**config.mk**
```make
export PLATFORM = sky130hd
export DESIGN_NAME = uart_rx_deser_param
export DESIGN_NICKNAME = d
export VERILOG_FILES = /design/src/rtl/uart_rx_pkg.sv /design/src/rtl/uart_rx_deser_param.sv
export SDC_FILE = /design/constraint.sdc
export NUM_CORES = 1
export LEC_CHECK = 0
export CAP_MARGIN = 10
export CORE_ASPECT_RATIO = 0.5
export CORE_MARGIN = 2
export CORE_UTILIZATION = 59
export CTS_BUF_LIST = sky130_fd_sc_hd__clkbuf_2 sky130_fd_sc_hd__clkbuf_4 sky130_fd_sc_hd__clkbuf_8
export CTS_CLUSTER_SIZE = 28
export DETAILED_ROUTE_END_ITERATION = 12
export GPL_ROUTABILITY_DRIVEN = 0
export GPL_TIMING_DRIVEN = 0
export PLACE_DENSITY = 0.85
export SLEW_MARGIN = 20
export SYNTH_ARGS = -nofsm -noshare
export SYNTH_HDL_FRONTEND = slang
export SYNTH_SLANG_ARGS = --single-unit
```
**constraint.sdc**
```tcl
create_clock -name CLK -period 1.45 [get_ports CLK]
set_input_delay 0.29 -clock CLK [delete_from_list [all_inputs] [get_ports CLK]]
set_output_delay 0.29 -clock CLK [all_outputs]
set_load 0.01 [all_outputs]
```
**src/rtl/uart_rx_pkg.sv**
```systemverilog
// Shared types and helpers for the parametrised UART RX deserializer.
// Frame-length clamping and word alignment live here so both orders agree.
package uart_rx_pkg;

  localparam int MIN_DATA_LEN = 5;
  localparam int MAX_DATA_W   = 9;
  localparam int CNT_W        = 4;

  typedef logic [CNT_W-1:0]      cnt_t;
  typedef logic [MAX_DATA_W-1:0] word_t;

  function automatic cnt_t clamp_len(
    input logic [3:0] data_len,
    input int         w
  );
    if (data_len < cnt_t'(MIN_DATA_LEN))
      return cnt_t'(MIN_DATA_LEN);
    if (data_len > cnt_t'(w))
      return cnt_t'(w);
    return data_len;
  endfunction

  function automatic word_t len_mask(
    input cnt_t len
  );
    word_t m;
    m = '0;
    for (int i = 0; i < MAX_DATA_W; i++) begin
      if (i < int'(len))
        m[i] = 1'b1;
    end
    return m;
  endfunction

  // LSB-first frames fill from the top, so they are shifted down;
  // MSB-first frames are already right-justified and only masked.
  function automatic word_t align_word(
    input word_t sh,
    input cnt_t  len,
    input logic  msb_first,
    input int    w
  );
    if (msb_first)
      return sh & len_mask(len);
    return sh >> (cnt_t'(w) - len);
  endfunction

endpackage

```
**src/rtl/uart_rx_deser_param.sv**
```systemverilog
// Parametrised UART RX deserializer: runtime frame length, bit order,
// running parity and a held output word with valid/ack handshake.
module uart_rx_deser_param
  import uart_rx_pkg::*;
#(
  parameter int DATA_WIDTH = 8,
  parameter int EDGE_W     = 5
) (
  input  logic                  CLK,
  input  logic                  RST,
  input  logic                  deser_en,
  input  logic                  sampled_bit,
  input  logic [EDGE_W-1:0]     edge_cnt,
  input  logic [EDGE_W-1:0]     sample_edge,
  input  logic [3:0]            data_len,
  input  logic                  msb_first,
  input  logic                  frame_start,
  input  logic                  frame_done,
  input  logic                  out_ack,
  output logic [DATA_WIDTH-1:0] P_DATA,
  output logic                  data_valid,
  output logic                  par_calc,
  output logic                  overrun,
  output logic                  short_frame
);

  localparam int W = DATA_WIDTH;

  logic rst_meta_q;
  logic rst_sync_q;
  logic rst_n;

  logic [W-1:0] sh_q, sh_d, sh_n;
  cnt_t         cnt_q, cnt_d, cnt_n;
  logic         acc_q, acc_d, acc_n;

  logic [W-1:0] data_q, data_d;
  logic         valid_q, valid_d;
  logic         par_q, par_d;
  logic         ovr_q, ovr_d;
  logic         short_q, short_d;

  cnt_t         len_c;
  logic         strobe;
  logic         commit;
  logic [W-1:0] word_n;

  // Reset asserts at once and releases on a clock edge.
  always_ff @(posedge CLK or negedge RST) begin
    if (!RST) begin
      rst_meta_q <= 1'b0;
      rst_sync_q <= 1'b0;
    end else begin
      rst_meta_q <= 1'b1;
      rst_sync_q <= rst_meta_q;
    end
  end

  assign rst_n = rst_sync_q;

  always_comb begin
    len_c  = clamp_len(data_len, W);
    strobe = deser_en
           && (edge_cnt == sample_edge)
           && (cnt_q < len_c);

    sh_n  = sh_q;
    cnt_n = cnt_q;
    acc_n = acc_q;
    if (strobe) begin
      if (msb_first)
        sh_n = {sh_q[W-2:0], sampled_bit};
      else
        sh_n = {sampled_bit, sh_q[W-1:1]};
      cnt_n = cnt_q + cnt_t'(1);
      acc_n = acc_q ^ sampled_bit;
    end

    word_n = W'(align_word(word_t'(sh_n), len_c,
                           msb_first, W));
    commit = frame_done && !frame_start
           && (cnt_n == len_c);

    sh_d    = sh_n;
    cnt_d   = cnt_n;
    acc_d   = acc_n;
    data_d  = data_q;
    valid_d = valid_q;
    par_d   = par_q;
    ovr_d   = 1'b0;
    short_d = 1'b0;

    if (frame_start) begin
      sh_d  = '0;
      cnt_d = '0;
      acc_d = 1'b0;
    end

    if (commit) begin
      data_d  = word_n;
      par_d   = acc_n;
      valid_d = 1'b1;
      ovr_d   = valid_q && !out_ack;
    end else if (out_ack && valid_q) begin
      valid_d = 1'b0;
    end

    if (frame_done && !frame_start && !commit)
      short_d = 1'b1;
  end

  always_ff @(posedge CLK or negedge rst_n) begin
    if (!rst_n) begin
      sh_q    <= '0;
      cnt_q   <= '0;
      acc_q   <= 1'b0;
      data_q  <= '0;
      valid_q <= 1'b0;
      par_q   <= 1'b0;
      ovr_q   <= 1'b0;
      short_q <= 1'b0;
    end else begin
      sh_q    <= sh_d;
      cnt_q   <= cnt_d;
      acc_q   <= acc_d;
      data_q  <= data_d;
      valid_q <= valid_d;
      par_q   <= par_d;
      ovr_q   <= ovr_d;
      short_q <= short_d;
    end
  end

  assign P_DATA      = data_q;
  assign data_valid  = valid_q;
  assign par_calc    = par_q;
  assign overrun     = ovr_q;
  assign short_frame = short_q;

endmodule

```
==> flow_summary.rst, run 1 <==
.. list-table::
   :header-rows: 1

   * - Metric
     - Value
   * - Post-cts repair resize count
     - 77
   * - Post-CTS Hold Fix Bufs
     - 0
   * - Last stage
     - clock tree synthesis (4_1_cts)
   * - Std cell rows
     - 14
   * - Clock Path Buffers
     - 2
   * - Most used standard cells in the synthesized netlist
     - 27 x dfrtp_1, 20 x nor2_1, 11 x nand2_1
   * - Cell count after synthesis
     - 214
   * - Number of library cell types mapped by synthesis
     - 63
   * - CTS H-tree lvls
     - 1
   * - Synth Area per Inst
     - 9.41 um^2
   * - Number of sinks driven by the clock tree
     - 27
   * - Synth area leaders
     - dfrtp_1 34%, mux2i_1 4.5%, ha_1 3.7%, nor2_1 3.7%, xnor2_1 3.5%
   * - Hpwl dp
     - 3870 um
   * - Area after DPL
     - 2460 um^2
   * - Area of the mapped netlist
     - 2010 um^2
   * - Error text reported by the tool
     - [ERROR DPL-0033] detailed placement checks failed during check placement.
   * - IO Port Bufs
     - 33
   * - Net count of the mapped netlist
     - 242
   * - Number of enable flip-flop cells after synthesis
     - 0
   * - Number of buffers added by the clock tree synthesis step
     - 3
   * - Run status
     - did not finish
   * - Count of yosys warnings during synthesis
     - 0
   * - Die width
     - 86.6 um
   * - Most instantiated library cell after synthesis
     - dfrtp_1
   * - Number of buffers added for setup after CTS
     - 40
   * - Sequential-to-total area share from yosys stat
     - 33.5%
   * - Share of async-settable or async-resettable flops after synthesis
     - 100%
   * - Number of ports placed on the die boundary
     - 34
   * - Number of storage elements in the synthesis netlist
     - 27
   * - Post-synthesis cell type with the largest combined area
     - dfrtp_1
   * - Master cell of the clock root buffer
     - clkbuf_8
   * - Flip-flop cell with the highest count after synthesis
     - dfrtp_1
   * - Proportion of netlist area held by the largest area contributor
     - 33.5%
   * - Initial core utilization
     - 64.6%
   * - Chip Height
     - 45.3 um
==> kinds of logic after synthesis <==
| kind of cell | synth area share (%) |
|---|---|
| buf+inv | 4.97 |
| compound gates | 18.6 |
| flops | 33.5 |
| fa+ha+maj | 3.73 |
| simple gates | 21.9 |
| xor+xnor | 5.59 |
| mux | 11.6 |
| other cells | 0.186 |
==> stage by stage <==
stage / hold slack, ns / cells / setup WS, ns / TNS [ns]
after global placement: 0.344 / 287 / -2.29 / -44.11
after detailed placement: 0.346 / 287 / -2.35 / -45.48
after floorplan: -0.00559 / 214 / -1.33 / -20.75
==> run 2, diff against run 1 <==
- CORE_ASPECT_RATIO: 0.5 -> default
- CORE_UTILIZATION: 59 -> 40
- CTS_BUF_LIST: sky130_fd_sc_hd__clkbuf_2 sky130_fd_sc_hd__clkbuf_4 sky130_fd_sc_hd__clkbuf_8 -> default
- CTS_CLUSTER_SIZE: 28 -> default
- PLACE_DENSITY: 0.85 -> default
- PLACE_DENSITY_LB_ADDON: default -> 0.15
==> run 2 against run 1 <==
The flow now finishes, with violations (negative setup slack). Area after synthesis did not move. Synthesized cell count unchanged.
==> flow_summary.rst, run 2 <==
.. list-table::
   :header-rows: 1

   * - Metric
     - Value
   * - Total inserted antenna cells
     - 0
   * - Post-route DRC violation count
     - 0
   * - Reg clk slew, reported paths
     - 0.09 ns
   * - Max-slew violations
     - 0
   * - Area of the core
     - 4790 um^2
   * - Setup-violating endpoint count in the final report
     - 25
   * - Initial core utilization
     - 42.1% (-23 points)
   * - Post-synthesis cell type with the largest combined area
     - dfrtp_1
   * - Clock period minus final worst setup slack
     - 2.60 ns
   * - Slowest cell on the critical path
     - nor4_4
   * - Hold Fails Final Rpt
     - 0
   * - Clock Path Buffers
     - 2 (unchanged)
   * - Combined global-route utilization of all metal layers
     - 23.2%
   * - Number of library cell types mapped by synthesis
     - 63 (unchanged)
   * - Required time worst endpoint
     - 1.62 ns
   * - Setup clock skew after layout
     - 0.00565 ns
   * - Worst slew margin relative to its limit
     - 55.9%
   * - Synth area leaders
     - dfrtp_1 34%, mux2i_1 4.5%, ha_1 3.7%, nor2_1 3.7%, xnor2_1 3.5%
   * - Arrival time reported for the critical path endpoint
     - 2.77 ns
   * - Net count of the mapped netlist
     - 242 (unchanged)
   * - Pwr per Cell Area
     - 524 nW/um^2
   * - Number of global-route vias before repair
     - 1935
   * - Synthesized-area fraction occupied by ao, oa, aoi and oai cells
     - 18.6% (unchanged)
   * - Basic-gate share of the synthesized area counting and, or, nand and nor cells
     - 21.9% (unchanged)
   * - Post-CTS Hold Fix Bufs
     - 0 (unchanged)
   * - Leftover overflow at the end of global routing
     - 0
   * - Hpwl dp
     - 3830 um (-1.0%)
   * - Initial antenna violation count
     - 0
   * - Mux cell area share after synthesis
     - 11.6% (unchanged)
   * - Largest net degree at the start of global routing
     - 26
   * - Run status
     - complete, but fails checks
   * - Leak Pwr
     - 1.44 nW
   * - Post-synthesis xor/xnor area fraction
     - 5.59% (unchanged)
   * - CTS H-tree lvls
     - 1 (unchanged)
   * - Syn-to-layout area delta
     - 62.2%
   * - Master cell of the clock root buffer
     - clkbuf_8
   * - Synthesized-area fraction occupied by adder cells
     - 3.73% (unchanged)
   * - First-pass GRT wire length
     - 9770 um
   * - Cell count after synthesis
     - 214 (unchanged)
   * - Maximum fanout along the worst path
     - 5
   * - Chip Height
     - 75.0 um (+65%)
   * - Highest attainable clock frequency
     - 385 MHz
   * - Max-capacitance violation count
     - 0
   * - Clock network latency to the later pin of the worst-skew pair
     - 0.28 ns
   * - Final net count
     - 321
   * - Number of vias after detailed routing
     - 2047
   * - Setup slack on the worst flop-to-flop path
     - -1.15 ns
   * - Share of post-route cells with drive strength above 1
     - 43.5%
   * - TritonCTS clock tree
     - done
   * - Commonest non-fill, non-tap cell in the layout
     - buf_4
   * - Violated checks
     - negative setup slack
   * - Proportion of netlist area held by the largest area contributor
     - 33.5% (unchanged)
   * - Mean routed wirelength per cell
     - 17.9 um
   * - Std cell rows
     - 25 (+11)
   * - Number of nets with antenna violations after routing
     - 0
   * - Share of async-settable or async-resettable flops after synthesis
     - 100% (unchanged)
   * - Worst min-delay path category
     - input pin to async pin
   * - Main combinational cell family by area after synthesis
     - simple AND/OR/NAND/NOR gates
   * - Total power consumption of the routed design
     - 1.71 mW
   * - Count of yosys warnings during synthesis
     - 0 (unchanged)
   * - CP delay by family, top
     - simple AND/OR/NAND/NOR gates
   * - Detailed Route WL
     - 6420 um
   * - Most instantiated library cell after synthesis
     - dfrtp_1
   * - Setup slack after placement
     - -2.44 ns (-0.0937 ns)
   * - TritonRoute pass-1 iters
     - 5
   * - Type of origin of the critical path
     - input pin
   * - Setup CP Type
     - input pin to flip-flop
   * - Number of ports placed on the die boundary
     - 34 (unchanged)
   * - Vias per inst
     - 5.70
   * - Type of element capturing the critical path
     - flip-flop
   * - Period utilization
     - 179%
   * - Number of storage elements in the synthesis netlist
     - 27 (unchanged)
   * - Most used standard cells in the synthesized netlist
     - 27 x dfrtp_1, 20 x nor2_1, 11 x nand2_1
   * - Setup repair after global routing missed its margin
     - true
   * - Number of buffers added by the clock tree synthesis step
     - 3 (unchanged)
   * - Most numerous cell on the critical path
     - nor4_4
   * - IO Port Bufs
     - 33 (unchanged)
   * - Count of routing violations after the opening detailed-route iteration
     - 143
   * - Number of sinks driven by the clock tree
     - 27 (unchanged)
   * - Most frequent cells in the layout
     - 30 x buf_4, 25 x dfrtp_1, 18 x nor2_1
   * - Area of the mapped netlist
     - 2010 um^2 (unchanged)
   * - Sequential-to-total area share from yosys stat
     - 33.5% (unchanged)
   * - List of cells traversed by the critical path
     - clkdlybuf4s15_1, nand3b_1, ha_4, o211ai_1, buf_4, a21oi_4, nor4_4, mux2i_4, buf_12, nor4_4, or2_4, buf_8, mux2_4
   * - Buffer and inverter count on the worst path
     - 4
   * - Die Footprint
     - 5620 um^2
   * - Flip-flop cell with the highest count after synthesis
     - dfrtp_1
   * - Synth Area per Inst
     - 9.41 um^2 (unchanged)
   * - Number of enable flip-flop cells after synthesis
     - 0 (unchanged)
   * - Final setup margin
     - -1.15 ns
   * - Worst Max-Slew Pin Slew
     - 0.661 ns
   * - CP max stage delay
     - 0.29 ns
   * - Die width
     - 75.0 um (-13%)
   * - Peak VDD IR
     - 0.430 mV
-- run 2: cell counts after synthesis --
Identical to the previous run, type by type.
-- run 2: what timing repair did --
action / CTS / global route
gates cloned: 1 / 1
endpoints found under the setup margin: 35 / 27
buffers inserted: 26 / 19
pin swaps: 20 / 23
gates resized for setup: 56 / 48
-- run 2: through the flow --
stage | hold slack, ns | cells | utilization (%) | instance area (um^2) | setup TNS [ns]
global placement | 0.342 | 314 | 52.2 | 2500 | -46.95
detailed placement | 0.343 | 314 | 52.2 | 2500 | -47.02
floorplan | -0.00559 | 214 | - | 2080 | -20.75
finish | 0.166 | 359 | 68.3 | 3270 | -20.46
global route | 0.157 | 359 | 68.3 | 3270 | -22.25
CTS | 0.156 | 343 | 61.5 | 2940 | -21.01
-- run 2: cells by family after synthesis --
logic type | count (synthesis)
AOI/OAI and AO/OA | 55
xor gates and xnor gates | 12
adders and majority gates | 6
buffers and inverters | 21
DFF | 27
muxes | 19
other | 1
and+or+nand+nor | 73
-- run 2: per-layer routing --
layer / vias to the layer above / part of all wire, % / global-route usage [%]
met4: 0 / 1.6 / 5.56
met2: 80 / 50 / 38.6
met3: 23 / 5.4 / 3.61
met1: 995 / 43 / 31.8
li1: 949 / - / -
met5: - / 0 / 0
-- run 2: cell type report --
class	instances	area [um^2]
multi-input combinational	167	1630
fill	357	1520
timing repair buffer	75	711
sequential	27	678
tap	67	83.8
buffer	10	78.8
clock buffer	3	41.3
inverter	9	40.0
clock inverter	1	5.00
-- run 2: worst paths after layout --
kind | from | endpoint | depth (start not counted)
setup / recovery | data_len[1] | P_DATA[6]$_DFFE_PN0P_ | 13
hold / removal | RST | rst_meta_q$_DFF_PN0_ | 1
setup reg to reg | cnt_q[1]$_DFF_PN0_ | P_DATA[6]$_DFFE_PN0P_ | 11
hold reg to reg | rst_n$_DFF_PN0_ | P_DATA[5]$_DFFE_PN0P_ | 0
max in group asynchronous | rst_n$_DFF_PN0_ | cnt_q[1]$_DFF_PN0_ | 0
min in group CLK | rst_meta_q$_DFF_PN0_ | rst_n$_DFF_PN0_ | 0
-- run 2: power by group --
part           switching, mW  internal [mW]  leakage, nW  total (mW)
Clock                  0.242          0.193       0.0255       0.435
Combinational          0.251          0.250         1.06       0.501
Sequential            0.0187          0.759        0.363       0.778
-- run 2: worst reg2reg max path: cells and delay by family, from the launching register on --
kind / cells / cell delay [ns]
buffers and inverters: 3 / 0.44
adder cells (fa/ha/maj): 1 / 0.22
AND/OR/NAND/NOR: 3 / 0.74
multiplexers: 2 / 0.42
flip-flops: 1 / 0.44
AO/OA/AOI/OAI: 2 / 0.23
No activity file was read; power rests on OpenSTA's default activity.
==> run 3, diff against run 2 <==
- MAX_ROUTING_LAYER: default -> met4
==> run 3 against run 2 <==
The run still ends with negative setup slack left. Setup slack better by 0.0037 ns. Non-clock buffer count stayed put. Clock power hardly changed. Critical path type unchanged.
==> flow_summary.rst, run 3 (synthesis gave the netlist of run 2 again) <==
.. list-table::
   :header-rows: 1

   * - Metric
     - Value
   * - Run status
     - complete, but fails checks
   * - Violated checks
     - negative setup slack
   * - Storage cell area
     - 678 um^2 (unchanged)
   * - Setup-violating endpoint count in the final report
     - 25 (unchanged)
   * - Setup slack after placement
     - -2.44 ns (unchanged)
   * - Peak VDD IR
     - 0.434 mV (+0.84%)
   * - Max-slew violations
     - 0 (unchanged)
   * - Setup clock skew after layout
     - 0.00552 ns (-0.000126 ns)
   * - Die width
     - 75.0 um (unchanged)
   * - R2R depth
     - 11 (unchanged)
   * - Combined global-route utilization of all metal layers
     - 24.0% (+0.75 points)
   * - TritonRoute pass-1 iters
     - 5 (unchanged)
   * - TritonCTS clock tree
     - done
   * - First-pass GRT wire length
     - 9800 um (+0.29%)
   * - Non-Filler Instances
     - 359 (unchanged)
   * - Number of nets with antenna violations after routing
     - 0 (unchanged)
   * - Hpwl dp
     - 3830 um (unchanged)
   * - Detailed Route WL
     - 6380 um (-0.58%)
   * - Initial antenna violation count
     - 0 (unchanged)
   * - Cell count after placement
     - 314 (unchanged)
   * - Pwr per Cell Area
     - 525 nW/um^2 (about the same)
   * - Die Footprint
     - 5620 um^2 (unchanged)
   * - Setup repair after global routing missed its margin
     - true
   * - Chip Height
     - 75.0 um (unchanged)
   * - Syn-to-layout area delta
     - 62.2% (unchanged)
   * - Area taken by multi-input logic gates
     - 1630 um^2 (unchanged)
   * - Final design area excluding fillers
     - 3270 um^2 (unchanged)
   * - Beginning of the worst register-to-register path
     - cnt_q[1]$_DFF_PN0_
   * - Leftover overflow at the end of global routing
     - 0 (unchanged)
   * - Vias per inst
     - 5.70 (about the same)
   * - Clock network latency to the later pin of the worst-skew pair
     - 0.28 ns (about the same)
   * - Mean routed wirelength per cell
     - 17.8 um (-0.58%)
   * - Post-route DRC violation count
     - 0 (unchanged)
   * - Clock Path Buffers
     - 2 (unchanged)
   * - Area of the core
     - 4790 um^2 (unchanged)
   * - Number of vias after detailed routing
     - 2045 (-0.098%)
   * - Final-layout setup total negative slack
     - -20.44 ns (+0.0174 ns)
   * - Number of buffers added by the clock tree synthesis step
     - 3 (unchanged)
   * - Setup CP Type
     - input pin to flip-flop
   * - Worst slew margin relative to its limit
     - 56.1% (+0.19 points)
   * - Most frequent cells in the layout
     - 30 x buf_4, 25 x dfrtp_1, 18 x nor2_1
   * - Largest net degree at the start of global routing
     - 26 (unchanged)
   * - Worst Max-Slew Pin Slew
     - 0.658 ns (-0.00283 ns)
   * - Number of sinks driven by the clock tree
     - 27 (unchanged)
   * - Area after DPL
     - 2500 um^2 (unchanged)
   * - Initial core utilization
     - 42.1% (unchanged)
   * - Type of element capturing the critical path
     - flip-flop
   * - Max-capacitance violation count
     - 0 (unchanged)
   * - Period utilization
     - 179% (-0.26 points)
   * - CTS H-tree lvls
     - 1 (unchanged)
   * - Fill cells
     - 357 (unchanged)
   * - Maximum fanout along the worst path
     - 5 (unchanged)
   * - Final setup margin
     - -1.15 ns (+0.00375 ns)
   * - Worst min-delay path category
     - input pin to async pin
   * - Total inserted antenna cells
     - 0 (unchanged)
   * - Post-CTS Hold Fix Bufs
     - 0 (unchanged)
   * - Share of post-route cells with drive strength above 1
     - 43.5% (unchanged)
   * - Number of ports placed on the die boundary
     - 34 (unchanged)
   * - Arrival time reported for the critical path endpoint
     - 2.76 ns (about the same)
   * - IO Port Bufs
     - 33 (unchanged)
   * - Highest attainable clock frequency
     - 385 MHz (+0.14%)
   * - Final net count
     - 321 (unchanged)
   * - Master cell of the clock root buffer
     - clkbuf_8
   * - Clock period minus final worst setup slack
     - 2.60 ns (-0.00375 ns)
   * - Total power consumption of the routed design
     - 1.71 mW (about the same)
   * - Number of global-route vias before repair
     - 1933 (-0.10%)
   * - Beginning of the critical path
     - data_len[1]
   * - Leak Pwr
     - 1.44 nW (unchanged)
   * - Reg clk slew, reported paths
     - 0.09 ns (about the same)
   * - Required time worst endpoint
     - 1.62 ns (about the same)
   * - Setup slack on the worst flop-to-flop path
     - -1.14 ns (about the same)
   * - Type of origin of the critical path
     - input pin
   * - Count of routing violations after the opening detailed-route iteration
     - 183 (+28%)
   * - Std cell rows
     - 25 (unchanged)
   * - Commonest non-fill, non-tap cell in the layout
     - buf_4
   * - Hold Fails Final Rpt
     - 0 (unchanged)
## run 3: what timing repair did
item | CTS | global route
endpoints found under the setup margin | 35 | 27
pin swaps | 20 | 23
buffers inserted | 26 | 19
gates resized for setup | 56 | 48
cloned | 1 | 1
## run 3: layout make-up
type,count,share of cell area [%]
clock buffer,3,1.26
buffer,10,2.41
multi-input combinational,167,49.9
sequential,27,20.8
inverter,9,1.23
timing repair buffer,75,21.7
clock inverter,1,0.153
tap,67,2.57
## run 3: worst paths after layout
check	end
setup / recovery	P_DATA[6]$_DFFE_PN0P_
hold / removal	rst_meta_q$_DFF_PN0_
setup reg to reg	P_DATA[6]$_DFFE_PN0P_
hold reg to reg	P_DATA[5]$_DFFE_PN0P_
max in group asynchronous	cnt_q[1]$_DFF_PN0_
min in group CLK	rst_n$_DFF_PN0_
## run 3: critical path, cell delays in order
cell	delay, ns
clkdlybuf4s15_1	0.20
nand3b_1	0.17
ha_4	0.28
o211ai_1	0.17
buf_4	0.18
a21oi_4	0.06
nor4_4	0.29
mux2i_4	0.13
buf_12	0.14
nor4_4	0.25
or2_4	0.20
buf_8	0.11
mux2_4	0.29
## run 3: power by group
| part | switching [mW] | leakage [nW] | internal (mW) |
|---|---|---|---|
| clock network | 0.244 | 0.0255 | 0.193 |
| registers | 0.0188 | 0.363 | 0.759 |
| logic | 0.250 | 1.06 | 0.250 |
| total | 0.512 | 1.44 | 1.20 |
## run 3: layer usage
layer  global-route usage, %  up-vias  wire length [um]  share of wire, %
li1                        -      948                 -                 -
met1                    32.0      989              2730                43
met2                    38.5       85              3160                50
met3                    3.61       23               347               5.4
met4                    5.56        0               140               2.2
met5                       -        -                 0                 0
## run 3: through the flow
stage | hold slack, ns | util, %
finish | 0.164 | 68.3
global route | 0.157 | 68.3
CTS | 0.156 | 61.5
detailed placement | 0.343 | 52.2
global placement | 0.342 | 52.2
floorplan | -0.00559 | -
